### config.mk
export PLATFORM = sky130hd
export DESIGN_NAME = alu_seq
export DESIGN_NICKNAME = d
export VERILOG_FILES = /design/src/rtl/alu_pkg.sv /design/src/rtl/alu_seq.sv
export SDC_FILE = /design/constraint.sdc
export NUM_CORES = 1
export LEC_CHECK = 0
export CAP_MARGIN = 20
export CORE_ASPECT_RATIO = 0.7
export CORE_MARGIN = 2
export CORE_UTILIZATION = 35
export CTS_BUF_LIST = sky130_fd_sc_hd__clkbuf_8
export CTS_CLUSTER_SIZE = 14
export DETAILED_ROUTE_END_ITERATION = 10
export HOLD_SLACK_MARGIN = 0.05
export PLACE_DENSITY = 0.69
export SLEW_MARGIN = 10
export SYNTH_ARGS = -nofsm -noshare
export SYNTH_HDL_FRONTEND = slang
export SYNTH_SLANG_ARGS = --single-unit
### constraint.sdc
create_clock -name clk -period 1.3 [get_ports clk]
set_input_delay 0.195 -clock clk [delete_from_list [all_inputs] [get_ports clk]]
set_output_delay 0.195 -clock clk [all_outputs]
set_load 0.03 [all_outputs]
### src/rtl/alu_pkg.sv
// Shared select codes, sequencer state encoding and select decode for the ALU command path.
package alu_pkg;

   localparam logic [2:0] OP_ADD = 3'b000;
   localparam logic [2:0] OP_SUB = 3'b001;
   localparam logic [2:0] OP_NOT = 3'b010;

   typedef enum logic [1:0] {IDLE, ISSUE, RESP} state_e;

   function automatic logic is_supported(input logic [2:0] select);
      return (select == OP_ADD) || (select == OP_SUB) || (select == OP_NOT);
   endfunction

endpackage

### src/rtl/alu_seq.sv
// Command sequencer for an external 4-bit ALU: registers operands, waits SETTLE cycles,
// captures result/flags into a response register, and tracks sticky overflow and op count.
module alu_seq
   import alu_pkg::*;
#(
   parameter int unsigned W      = 4,
   parameter int unsigned SETTLE = 1,
   parameter int unsigned CNT_W  = 8
) (
   input  logic             clk,
   input  logic             rst_n,
   input  logic             cmd_valid,
   output logic             cmd_ready,
   input  logic [2:0]       cmd_select,
   input  logic             cmd_in_c,
   input  logic [W-1:0]     cmd_x,
   input  logic [W-1:0]     cmd_y,
   output logic [2:0]       alu_select,
   output logic             alu_in_c,
   output logic [W-1:0]     alu_x,
   output logic [W-1:0]     alu_y,
   input  logic [W-1:0]     alu_s,
   input  logic             alu_c,
   input  logic             alu_overflow,
   output logic             rsp_valid,
   input  logic             rsp_ready,
   output logic [W-1:0]     rsp_s,
   output logic             rsp_c,
   output logic             rsp_zero,
   output logic             rsp_overflow,
   output logic             rsp_err,
   input  logic             clr_sticky,
   output logic             sticky_ovf,
   output logic [CNT_W-1:0] op_count
);

   localparam int unsigned SW = (SETTLE > 1) ? $clog2(SETTLE) : 1;

   state_e           state_q, state_d;
   logic [SW-1:0]    settle_q, settle_d;
   logic [2:0]       sel_q, sel_d;
   logic             in_c_q, in_c_d;
   logic [W-1:0]     x_q, x_d, y_q, y_d;
   logic [W-1:0]     rs_q, rs_d;
   logic             rc_q, rc_d, rz_q, rz_d, rov_q, rov_d, rerr_q, rerr_d;
   logic             sticky_q, sticky_d;
   logic [CNT_W-1:0] count_q, count_d;
   logic             accept, rsp_hs;

   // cmd_ready looks through rsp_ready so a new command can replace a consumed response.
   assign cmd_ready = (state_q == IDLE) || ((state_q == RESP) && rsp_ready);
   assign accept    = cmd_valid && cmd_ready;
   assign rsp_hs    = (state_q == RESP) && rsp_ready;

   always_comb begin
      state_d  = state_q;
      settle_d = settle_q;
      sel_d    = sel_q;
      in_c_d   = in_c_q;
      x_d      = x_q;
      y_d      = y_q;
      rs_d     = rs_q;
      rc_d     = rc_q;
      rz_d     = rz_q;
      rov_d    = rov_q;
      rerr_d   = rerr_q;
      sticky_d = sticky_q & ~clr_sticky;
      count_d  = count_q + CNT_W'(rsp_hs);

      unique case (state_q)
         IDLE: ;
         ISSUE: begin
            if (settle_q == '0) begin
               rs_d    = alu_s;
               rc_d    = alu_c;
               rov_d   = alu_overflow;
               rz_d    = (alu_s == '0);
               rerr_d  = 1'b0;
               state_d = RESP;
               // Set after the clear term so a coincident clr_sticky loses.
               if (alu_overflow && ((sel_q == OP_ADD) || (sel_q == OP_SUB))) begin
                  sticky_d = 1'b1;
               end
            end else begin
               settle_d = settle_q - 1'b1;
            end
         end
         RESP: begin
            if (rsp_ready) state_d = IDLE;
         end
         default: state_d = IDLE;
      endcase

      if (accept) begin
         sel_d  = cmd_select;
         in_c_d = cmd_in_c;
         x_d    = cmd_x;
         y_d    = cmd_y;
         if (is_supported(cmd_select)) begin
            state_d  = ISSUE;
            settle_d = SW'(SETTLE - 1);
         end else begin
            state_d = RESP;
            rs_d    = '0;
            rc_d    = 1'b0;
            rz_d    = 1'b0;
            rov_d   = 1'b0;
            rerr_d  = 1'b1;
         end
      end
   end

   always_ff @(posedge clk) begin
      if (!rst_n) begin
         state_q  <= IDLE;
         settle_q <= '0;
         sel_q    <= '0;
         in_c_q   <= 1'b0;
         x_q      <= '0;
         y_q      <= '0;
         rs_q     <= '0;
         rc_q     <= 1'b0;
         rz_q     <= 1'b0;
         rov_q    <= 1'b0;
         rerr_q   <= 1'b0;
         sticky_q <= 1'b0;
         count_q  <= '0;
      end else begin
         state_q  <= state_d;
         settle_q <= settle_d;
         sel_q    <= sel_d;
         in_c_q   <= in_c_d;
         x_q      <= x_d;
         y_q      <= y_d;
         rs_q     <= rs_d;
         rc_q     <= rc_d;
         rz_q     <= rz_d;
         rov_q    <= rov_d;
         rerr_q   <= rerr_d;
         sticky_q <= sticky_d;
         count_q  <= count_d;
      end
   end

   assign alu_select   = sel_q;
   assign alu_in_c     = in_c_q;
   assign alu_x        = x_q;
   assign alu_y        = y_q;
   assign rsp_valid    = (state_q == RESP);
   assign rsp_s        = rs_q;
   assign rsp_c        = rc_q;
   assign rsp_zero     = rz_q;
   assign rsp_overflow = rov_q;
   assign rsp_err      = rerr_q;
   assign sticky_ovf   = sticky_q;
   assign op_count     = count_q;

endmodule

=== After elaboration in Yosys (flattened, before gate mapping) ===
Cells that the tools add are included.

* Register bits after elaboration: 32
* Bits of input ports: 23
* Word-level logic and storage cells: 69

* $add $sub $neg: 2
* Eq/ne operators: 8
* Multiplexer cells: 32
* Bitwise operators: 2
* Reductions and logical operators: 12

{| class="wikitable"
|+ Operators with widths
! operator !! number
|-
| two-way mux 1 bit || 23
|-
| two-way mux 4 bit || 4
|-
| adder 8 x 1 -> 8 bit || 1
|-
| two-way mux 2 bit || 4
|-
| equality test 3 x 1 -> 1 bit, second input constant || 2
|-
| zero test 3 bit || 2
|-
| one-hot mux 2 bit (3 select lines) || 1
|-
| zero test 4 bit || 1
|-
| logical OR 1 bit || 4
|-
| equality test 3 x 2 -> 1 bit, second input constant || 1
|-
| logical AND 1 bit || 3
|-
| inequality test 3 x 1 -> 1 bit, second input constant || 1
|-
| inequality test 3 bit, second input constant || 1
|-
| AND reduction 3 bit || 1
|-
| equality test 2 x 1 -> 1 bit, second input constant || 1
|-
| equality test 2 bit, second input constant || 1
|-
| zero test 2 bit || 1
|-
| inequality test 2 bit, second input constant || 1
|-
| AND 1 bit || 1
|-
| NOT 1 bit || 1
|-
| subtractor 1 bit, second input constant || 1
|}

=== Longest topological paths before layout ===
* Word-level depth: 6
* Depth in mapped cells: 8

=== Worst setup path before layout ===
Ideal clock, no wire load.

* Path type: register to register
* Start point: reg state_q[0]
* End point: reg count_q[4], in the netlist op_count[4]
* Library setup time: 115 ps
* Arrival: 1632 ps
* Data required time: 1185 ps
* Slack: -447 ps
* Cell stages (with the launch flop): 9
* Cell sequence: dfxtp_1 nand2b_1 inv_1 and2_1 ha_1 ha_1 nand3_1 xnor2_1 and2_1

* Cells in the longest elaborated chain, start to end: 3

{| class="wikitable"
|+ RTL lines
! element !! RTL line !! RTL
|-
| start, declared || alu_seq.sv:39 || <nowiki>state_e state_q, state_d;</nowiki>
|-
| start signal, assigned || alu_seq.sv:129 || <nowiki>state_q <= state_d;</nowiki>
|-
| equality test 2 bit || -- ||
|-
| net rsp_valid || alu_seq.sv:25 || <nowiki>output logic rsp_valid,</nowiki>
|-
| logical AND 1 bit || alu_seq.sv:53 || <nowiki>assign rsp_hs = (state_q == RESP) && rsp_ready;</nowiki>
|-
| adder 8 x 1 -> 8 bit || alu_seq.sv:68 || <nowiki>count_d = count_q + CNT_W'(rsp_hs);</nowiki>
|-
| end signal, assigned || alu_seq.sv:141 || <nowiki>count_q <= count_d;</nowiki>
|-
| end, declared || alu_seq.sv:47 || <nowiki>logic [CNT_W-1:0] count_q, count_d;</nowiki>
|}

The timed path passes the listed nets, and every way through them passes these cells.
A chain may end at the register's enable or synchronous reset.

=== Worst setup path after layout ===
* Start point: reg state_q[0]
* End point: reg count_q[7], in the netlist op_count[7]

* Cells in the longest elaborated chain, start to end: 3

{| class="wikitable"
|+ RTL lines
! element !! RTL line
|-
| equality test 2 bit || alu_seq.sv:53
|-
| logical AND 1 bit || alu_seq.sv:53
|-
| adder 8 x 1 -> 8 bit || alu_seq.sv:68
|}

Every way passes these cells.

==> Flow_metrics.wiki <==
{| class="wikitable"
! Metric !! Value
|-
| Leftover overflow at the end of global routing || 0
|-
| First-pass iteration count of the detailed router || 2
|-
| Iter 0 DRT Violations || 43
|-
| Post-route clock period utilization || 106%
|-
| Number of global-route vias before repair || 1340
|-
| CTS tree || yes
|-
| Startpoint type of the worst setup path || register
|-
| Minimum clock period after layout || 1.38 ns
|-
| Cell Area, Synth || 1380 sq um
|-
| Worst Setup End Kind || register
|-
| Most common library cell in the layout ignoring fill and taps || dfxtp_1
|-
| Number of port buffers || 53
|-
| Relative area change from synthesis to final layout || 64.1%
|-
| Required time of the worst setup path || 1.51 ns
|-
| Area of the die || 4470 sq um
|-
| CTS H-tree depth || 2
|-
| Final Hold Viols || 0
|-
| Pin count of the biggest net entering global routing || 29
|-
| Ant. Diodes || 0
|-
| Met2 track utilization from global routing || 29.8%
|-
| Critical-path top delay cell || dfxtp_2
|-
| Final Wtd Congestion || 0.823
|-
| HPWL reported at the end of detailed placement || 2.49 mm
|-
| Largest stage delay on the critical path || 0.32 ns
|-
| Via count || 1285
|-
| RSZ-0062 raised after global routing || yes
|-
| Final-report setup violation count || 6
|-
| Largest buffer count on any clock path || 2
|-
| Worst Max-Slew Pin Slew || 0.455 ns
|-
| Buffer type at the clock tree root || clkbuf_8
|-
| VDD IR max || 0.802 mV
|-
| Busiest layer in global routing || met2
|-
| Global router's overall resource usage || 16.6%
|-
| Most used cells in the layout excluding fill and tap cells || 30 x dfxtp_1, 28 x dlygate4sd2_1, 21 x clkdlybuf4s50_1
|-
| Worst path arrival time || 1.59 ns
|-
| Hold Slack || 0.459 ns
|-
| Synth unique cells || 35
|-
| I/O pin count || 54
|-
| Number of register bits inferred by synthesis || 32
|-
| Initial standard-cell utilization of the core || 35.8%
|-
| Number of fillers in the final layout || 357
|-
| Die X-Extent || 79.0 um
|-
| Number of buffers created by CTS || 5
|-
| Status || finished, violations left
|-
| Final Skew || 0.00601 ns
|-
| Number of antenna violations at the first check in global routing || 0
|-
| Met3 track demand over resource in global routing || 5.79%
|-
| Number of standard-cell rows in the floorplan || 19
|-
| Warnings, synthesis || 0
|-
| Chip Height || 56.5 um
|-
| Latest clock arrival within the worst-skew pair || 0.28 ns
|-
| DR WL/cell || 12.8 um
|-
| Core box area || 3850 sq um
|-
| Max-cap viol count || 0
|-
| Maximum clock frequency || 0.726 GHz
|-
| Fraction of layout cells with a size suffix above 1 || 22.7%
|-
| Setup ws final || -0.0783 ns
|-
| Class of the tightest hold or removal check || input pin to register
|-
| WP buf/inv || 1
|-
| Worst-case headroom to the max-slew limit || 69.7%
|-
| Sequence of cells on the critical path || nand2b_4 -> clkinv_4 -> and2_4 -> ha_4 -> nand3_2 -> or3_1 -> a21boi_1
|-
| Final Max Slew Viols || 0
|-
| Wire length reported by the detailed router || 3.42 mm
|-
| Family of cells with the greatest summed delay on the critical path || simple AND/OR/NAND/NOR gates
|-
| Post-Synthesis Net Count || 168
|-
| Power per Cell Area || 981 nW/um^2
|-
| WS Path Type || register to register
|-
| Critical path peak fanout || 4
|-
| Clock sinks || 32
|-
| Non-filler instance count after layout || 268
|-
| Gate count after technology mapping || 143
|-
| Number of placed cells counting well taps || 255
|-
| Post-route DRC violation count || 0
|-
| Number of antenna-violating nets in the routed design || 0
|-
| Global-route wire length before repair || 5.74 mm
|-
| Share of synthesized area occupied by flip-flops and latches || 46.5%
|-
| Vias per cell || 4.79
|-
| Violations in the final reports || negative setup slack
|-
| Met1 track demand over resource in global routing || 18.1%
|-
| Mean post-synth cell area || 9.64 sq um
|-
| Static leakage || 0.00100 uW
|-
| Post-layout nets || 240
|-
| Clock slew at the register clock pins of the worst setup and hold paths || 0.06 ns
|}
## sequential cells by signal (all words and copies together), names as in the netlist
signal / flops
rsp_c: 1
op_count: 8
alu_in_c: 1
rsp_s: 4
rsp_zero: 1
state_q: 2
alu_x: 4
rsp_overflow: 1
rsp_err: 1
alu_select: 3
settle_q: 1
sticky_ovf: 1
alu_y: 4
## through the flow
stage | utilization [%] | setup TNS, ns | worst slack, ns | total power, uW | instance area (sq um)
floorplan | - | -0.372 | -0.130 | 1280 | 1430
CTS | 57.7 | -0.328 | -0.0897 | 2240 | 2220
global placement | 54.8 | -5.19 | -0.294 | 1470 | 2110
global route | 58.7 | -0.716 | -0.186 | 2320 | 2260
finish | 58.7 | -0.250 | -0.0783 | 2220 | 2260
detailed placement | 54.8 | -6.31 | -0.349 | 1480 | 2110
## report_power, final
| part | total, uW | internal [uW] | switching [uW] |
|---|---|---|---|
| sequential | 1040 | 1020 | 19.0 |
| combinational | 436 | 220 | 216 |
| clock | 747 | 415 | 332 |
| total | 2220 | 1650 | 567 |
## synthesized netlist by cell type (all sizes together)
cell / n / area [sq um]
nand2: 2 / 7.51
and3: 1 / 7.51
inv: 4 / 15.0
a21boi: 13 / 97.6
nor3b: 1 / 12.5
o32ai: 1 / 8.76
or3: 1 / 6.26
nand3: 18 / 90.1
dfxtp: 32 / 641
o31ai: 1 / 21.3
nor2b: 1 / 6.26
buf: 6 / 45.0
nand4: 1 / 6.26
xnor2: 2 / 17.5
a21oi: 2 / 10.0
nor4: 1 / 6.26
xor2: 1 / 8.76
and2b: 2 / 17.5
and2: 7 / 43.8
o21ai: 14 / 70.1
clkbuf: 2 / 7.51
o21a: 1 / 7.51
nand3b: 1 / 7.51
nor2: 9 / 33.8
o2111a: 1 / 11.3
nand2b: 5 / 38.8
a32oi: 1 / 8.76
mux2i: 9 / 90.1
o211a: 1 / 10.0
ha: 2 / 25.0
## tightest hold or removal path, stage by stage
cell	delay, ns
dlygate4sd2_1	0.25
o21ai_0	0.11
a21oi_1	0.13
## layout make-up
class                   count  area (sq um)  share of cell area (%)
clock inverters             2          7.51                   0.332
repair buffers             73           696                    30.8
well taps                  52          65.1                    2.88
inverters                   4          20.0                   0.885
flip-flops and latches     32           646                    28.5
clock buffers               6          82.6                    3.65
multi-input cells          99           746                    33.0
## per-layer routing
layer	wire, um	up-vias
met5	0	-
met4	32	0
met3	194	5
met2	1730	27
met1	1460	608
li1	-	645
## timing repair
action | CTS | global route
hold buffers | 0 | 0
pin swaps | 6 | 4
setup endpoints to repair | 39 | 26
setup buffers | 5 | 1
gates resized for setup | 34 | 12
## cell families after synthesis
family	synth area share, %
AND/OR/NAND/NOR	20.6
AO/OA/AOI/OAI	17.8
flip-flops	46.5
buffers and inverters	4.90
multiplexers	6.53
XOR/XNOR	1.91
adder cells (fa/ha/maj)	1.81
## worst paths after layout
| path | startpoint | to | slack, ns | cells past startpoint |
|---|---|---|---|---|
| hold reg to reg | alu_x[1] | alu_x[1] | 0.47 | 2 |
| setup reg to reg | state_q[0] | op_count[7] | -0.08 | 7 |
| setup / recovery | state_q[0] | op_count[7] | -0.08 | 7 |
| hold / removal | rsp_ready | state_q[0] | 0.46 | 3 |
Power figures use the tool's default switching activity.
==> RTL edit 1, RTL diff (same settings) <==
Re-encode `state_e` (3 states) as one-hot, 3 bits wide.
--- a/src/rtl/alu_pkg.sv
+++ b/src/rtl/alu_pkg.sv
@@ -5,7 +5,7 @@
    localparam logic [2:0] OP_SUB = 3'b001;
    localparam logic [2:0] OP_NOT = 3'b010;
 
-   typedef enum logic [1:0] {IDLE, ISSUE, RESP} state_e;
+   typedef enum logic [2:0] {IDLE = 3'b001, ISSUE = 3'b010, RESP = 3'b100} state_e;
 
    function automatic logic is_supported(input logic [2:0] select);
       return (select == OP_ADD) || (select == OP_SUB) || (select == OP_NOT);
Function: no difference found for any inputs over 10 cycles, from zero or initial values and one cycle with rst_n low; not proved beyond that.
==> RTL edit 1 against the original RTL <==
The flow still finishes with violations (setup timing); power increased by 9.6%; count of clock-buffer cells in the layout decreased by 1; design area is 12% higher; synthesized area grew 3.6%; sequential power rose by 5%; first-iteration DRC count increased by 44%; clock power fell by 2%; setup slack got worse by 0.17 ns; sequential cell count is 1 higher; non-clock buffer count grew 12; sequential share of layout area decreased by 2.3 points; largest power group unchanged; synthesized cell count is 2.1% higher; routed wire length increased by 23%.
==> RTL edit 1: results (changes against the original RTL) <==
met1 Track Usage GR 22.4% (+4.2 points); metal2 WL 2.10 mm (+22%); GPL Wtd Cong 0.763 (-7.2%); share of layout cells above drive strength 1 39.9% (+17 points); CP endpoint cmd_ready; Metal-1 WL 1.71 mm (+17%); number of diodes 0 (unchanged); Synth cell types 34 (-2.9%); status finished with violations; post-route setup slack -0.252 ns (-0.174 ns); Worst Skew 0.00644 ns (+0.000433 ns); Least-Margin Pin Slew 0.336 ns (-0.119 ns); fillers 333 (-6.7%); crit path from state_q[0]; Worst R2R Path Depth 6 (-1); RR Endpoint op_count[6]; TritonRoute pass-1 iters 4 (+2); gr usage total 19.7% (+3.1 points); total number of vias 1382 (+7.5%); DRT iter0 DRCs 62 (+44%); post-synthesis sequential area ratio 46.2% (-0.23 points); Final #Nets 257 (+7.1%); DR WL/cell 14.7 µm (+15%); Critical Path AT 1.36 ns (-0.23 ns); Reg clk slew, reported paths 0.07 ns; global-route wire length before repair 6.78 mm (+18%); largest net degree at the start of global routing 26 (-10%); FF-to-FF Start state_q[1]; H-Tree Depth 2 (unchanged); Switch Pwr 708 µW (+25%); Crit path largest cell delay 0.36 ns (+0.04 ns); Worst path top cell family by delay simple AND/OR/NAND/NOR gates; Leak 0.00107 µW (+6.5%); DP Wirelength 2.69 mm (+8.2%); Commonest cells post-synth dfxtp_1, nand2_1, o21ai_2; met2 Track Usage GR 33.7% (+3.9 points); Worst Hold Endpoint alu_y[2]; DR WL met3 291 µm (+50%); met3 Use GR 6.49% (+0.70 points); top cells by area, synth dfxtp_1, o21ai_2, nand2_1; vias in the first global route 1457 (+8.7%); Non-Filler Instances 285 (+6.3%); final setup fails 33 (+27); placed cell count 263 (+3.1%); syn_nets 171 (+1.8%); Avg Inst Size Synth 9.79 µm² (+1.5%); Worst Path Max Fanout 4 (unchanged); beginning of the worst hold path cmd_y[2]; DP Worst Slack -0.715 ns (-0.366 ns); violated checks setup timing; VDD IR-drop max 787 µV (-1.9%); grt ovf 0 (unchanged); hold_ws 0.460 ns (+0.00102 ns)
## RTL edit 1: cell types whose count changed after synthesis, moves of 3 or more
cell      change
mux2i_1       -9
nand3_2       +8
nand2b_1      -3
xor2_1        +3
and2_1        -5
nand2_1      +26
o21ai_0      -13
o21ai_2      +13
inv_1         -3
a21oi_2       +7
nand3_1       -9
a21boi_1     -11
## RTL edit 1: power by group through the flow
stage / combinational, µW / clock [µW] / sequential (µW)
after floorplan: 172 / 0 / 1170
after global placement: 461 / 0 / 1100
after detailed placement: 468 / 0 / 1100
after CTS: 605 / 747 / 1080
after global routing: 650 / 813 / 1090
final: 612 / 735 / 1090
## RTL edit 1: metrics by stage
step	util [%]	cell area (µm²)	setup TNS (ns)	power (µW)
2_1_floorplan	-	1440	-1.22	1350
5_1_grt	64.4	2530	-7.19	2550
4_1_cts	62.8	2460	-4.20	2430
3_3_place_gp	54.9	2150	-13.68	1560
6_report	64.4	2530	-4.78	2430
3_5_place_dp	54.9	2150	-15.12	1570
## RTL edit 1: kinds of logic (layout without fill, tap and decap cells)
kind of cell	Yosys count	in the layout	share of synthesized area (%)
flops	33	33	46.2
simple gates	69	69	28.0
xor+xnor	6	6	3.68
buf+inv	8	95	3.59
compound gates	28	28	16.7
fa+ha+maj	2	2	1.75
## RTL edit 1: what timing repair did
action / in CTS / in global routing
pin swaps: 28 / 8
endpoints found under the hold margin: 0 / 0
endpoints found under the setup margin: 63 / 37
gates cloned: 4 / 0
setup buffers: 8 / 5
resized for setup: 57 / 19
## RTL edit 1: area by class of cell
class                      instances  area (µm²)  share of cell area (%)
multi-input combinational        105         861                    34.1
timing repair buffer              85         847                    33.5
sequential                        33         664                    26.3
clock buffer                       5        68.8                    2.72
tap                               52        65.1                    2.57
clock inverter                     3        13.8                   0.545
inverter                           2        7.51                   0.297
==> RTL edit 2, RTL diff (config.mk and constraints unchanged) <==
Without the edit above. `W`: 4 -> 6.
--- a/src/rtl/alu_seq.sv
+++ b/src/rtl/alu_seq.sv
@@ -3,7 +3,7 @@
 module alu_seq
    import alu_pkg::*;
 #(
-   parameter int unsigned W      = 4,
+   parameter int unsigned W      = 6,
    parameter int unsigned SETTLE = 1,
    parameter int unsigned CNT_W  = 8
 ) (
Ports: changed (6 resized); port bits go from 54 to 66. The function was not compared with the original's and may differ.
==> RTL edit 2 against the original RTL <==
The flow still finishes with violations (setup timing); count of clock-buffer cells in the layout stayed put; first-iteration DRC count is 23% higher; sequential cell count is 6 higher; routed wire length is 52% higher; setup slack worse by 0.11 ns; global-route usage is 2.0 points higher; power is 28% higher; design area is 36% higher; synthesized area is 21% higher; clock skew is 0.0013 ns higher; critical path type unchanged; largest cell class unchanged; highest routed layer unchanged.
==> RTL edit 2: results (changes against the original RTL) <==
met3 Use GR 5.81% (+0.025 points); GPL Wtd Cong 0.704 (-14%); status finished with violations; Max-slew headroom 77.8% (+8.2 points); largest net degree at the start of global routing 25 (-14%); Critical Path AT 1.71 ns (+0.12 ns); vias in the first global route 1533 (+14%); Final TNS setup -2.67 ns (-2.42 ns); Commonest cells post-synth dfxtp_1, a21oi_1, o31ai_1, or4b_1, nor2_1; gr usage total 18.6% (+2.0 points); violated checks setup timing; Crit path largest cell delay 0.36 ns (+0.04 ns); vias per cell 5.22 (+9.0%); final setup fails 33 (+27); Synth cell types 32 (-8.6%); met2 Track Usage GR 29.0% (-0.77 points); post-route setup slack -0.191 ns (-0.112 ns); Leak 0.00126 µW (+26%); post-synthesis instance total 172 (+20%); DR WL met3 397 µm (+100%); share of layout cells above drive strength 1 36.7% (+14 points); Worst Skew 0.00729 ns (+0.00128 ns); # resized after CTS 54 (+59%); top cells by area, synth dfxtp_1, or4b_1, o31ai_1; DP Wirelength 3.06 mm (+23%); met1 Track Usage GR 25.3% (+7.2 points); Final #Nets 301 (+25%); global-route wire length before repair 7.64 mm (+33%); DR WL/cell 16.0 µm (+26%); Metal-1 WL 2.48 mm (+70%); TritonRoute pass-1 iters 4 (+2); syn_nets 203 (+21%); VDD IR-drop max 437 µV (-45%); DRT iter0 DRCs 53 (+23%)
[RTL edit 2: cell types whose count changed after synthesis, sizes merged, moves of 3 or more]
cell	delta
a21oi	+20
or4b	+17
o31ai	+16
nand3	-14
a21boi	-13
o21ai	-9
dfxtp	+6
nor2	+6
clkbuf	+5
and2	-4
nand2b	-3
nor2b	+3
[RTL edit 2: area by class of cell]
class / count / share of cell area (%)
Inverter: 3 / 0.367
Tap cell: 55 / 2.24
Clock buffer: 6 / 2.69
Sequential cell: 38 / 24.9
Timing Repair Buffer: 104 / 32.7
Multi-Input combinational cell: 118 / 36.1
Clock inverter: 1 / 0.979
[RTL edit 2: power breakdown]
group | internal (µW) | switching, µW
combinational | 298 | 283
sequential | 1210 | 31.3
clock | 614 | 406
total | 2120 | 721
[RTL edit 2: through the flow]
step	cell area [µm²]	utilization (%)	setup WS (ns)	std cells	hold WS [ns]
after CTS	2730	61.3	-0.187	312	0.471
after floorplan	1710	-	-0.322	172	0.317
after global routing	3070	68.8	-0.266	325	0.333
after global placement	2520	56.6	-0.540	297	0.456
after detailed placement	2520	56.6	-0.556	297	0.460
final	3070	68.8	-0.191	325	0.326
[RTL edit 2: path summary, 6_finish.rpt]
path	startpoint	cells after the start	slack (ns)	endpoint
setup / recovery	state_q[1]	6	-0.19	op_count[5]
hold / removal	cmd_select[1]	3	0.33	alu_select[1]
setup reg to reg	state_q[1]	6	-0.19	op_count[5]
hold reg to reg	alu_x[3]	2	0.47	alu_x[3]
[RTL edit 2: cell families after synthesis]
logic type	Yosys count	synth area share, %
xor+xnor	3	1.57
simple gates	56	22.5
mux	8	4.79
buf+inv	17	5.39
fa+ha+maj	2	1.50
compound gates	48	18.7
flops	38	45.5
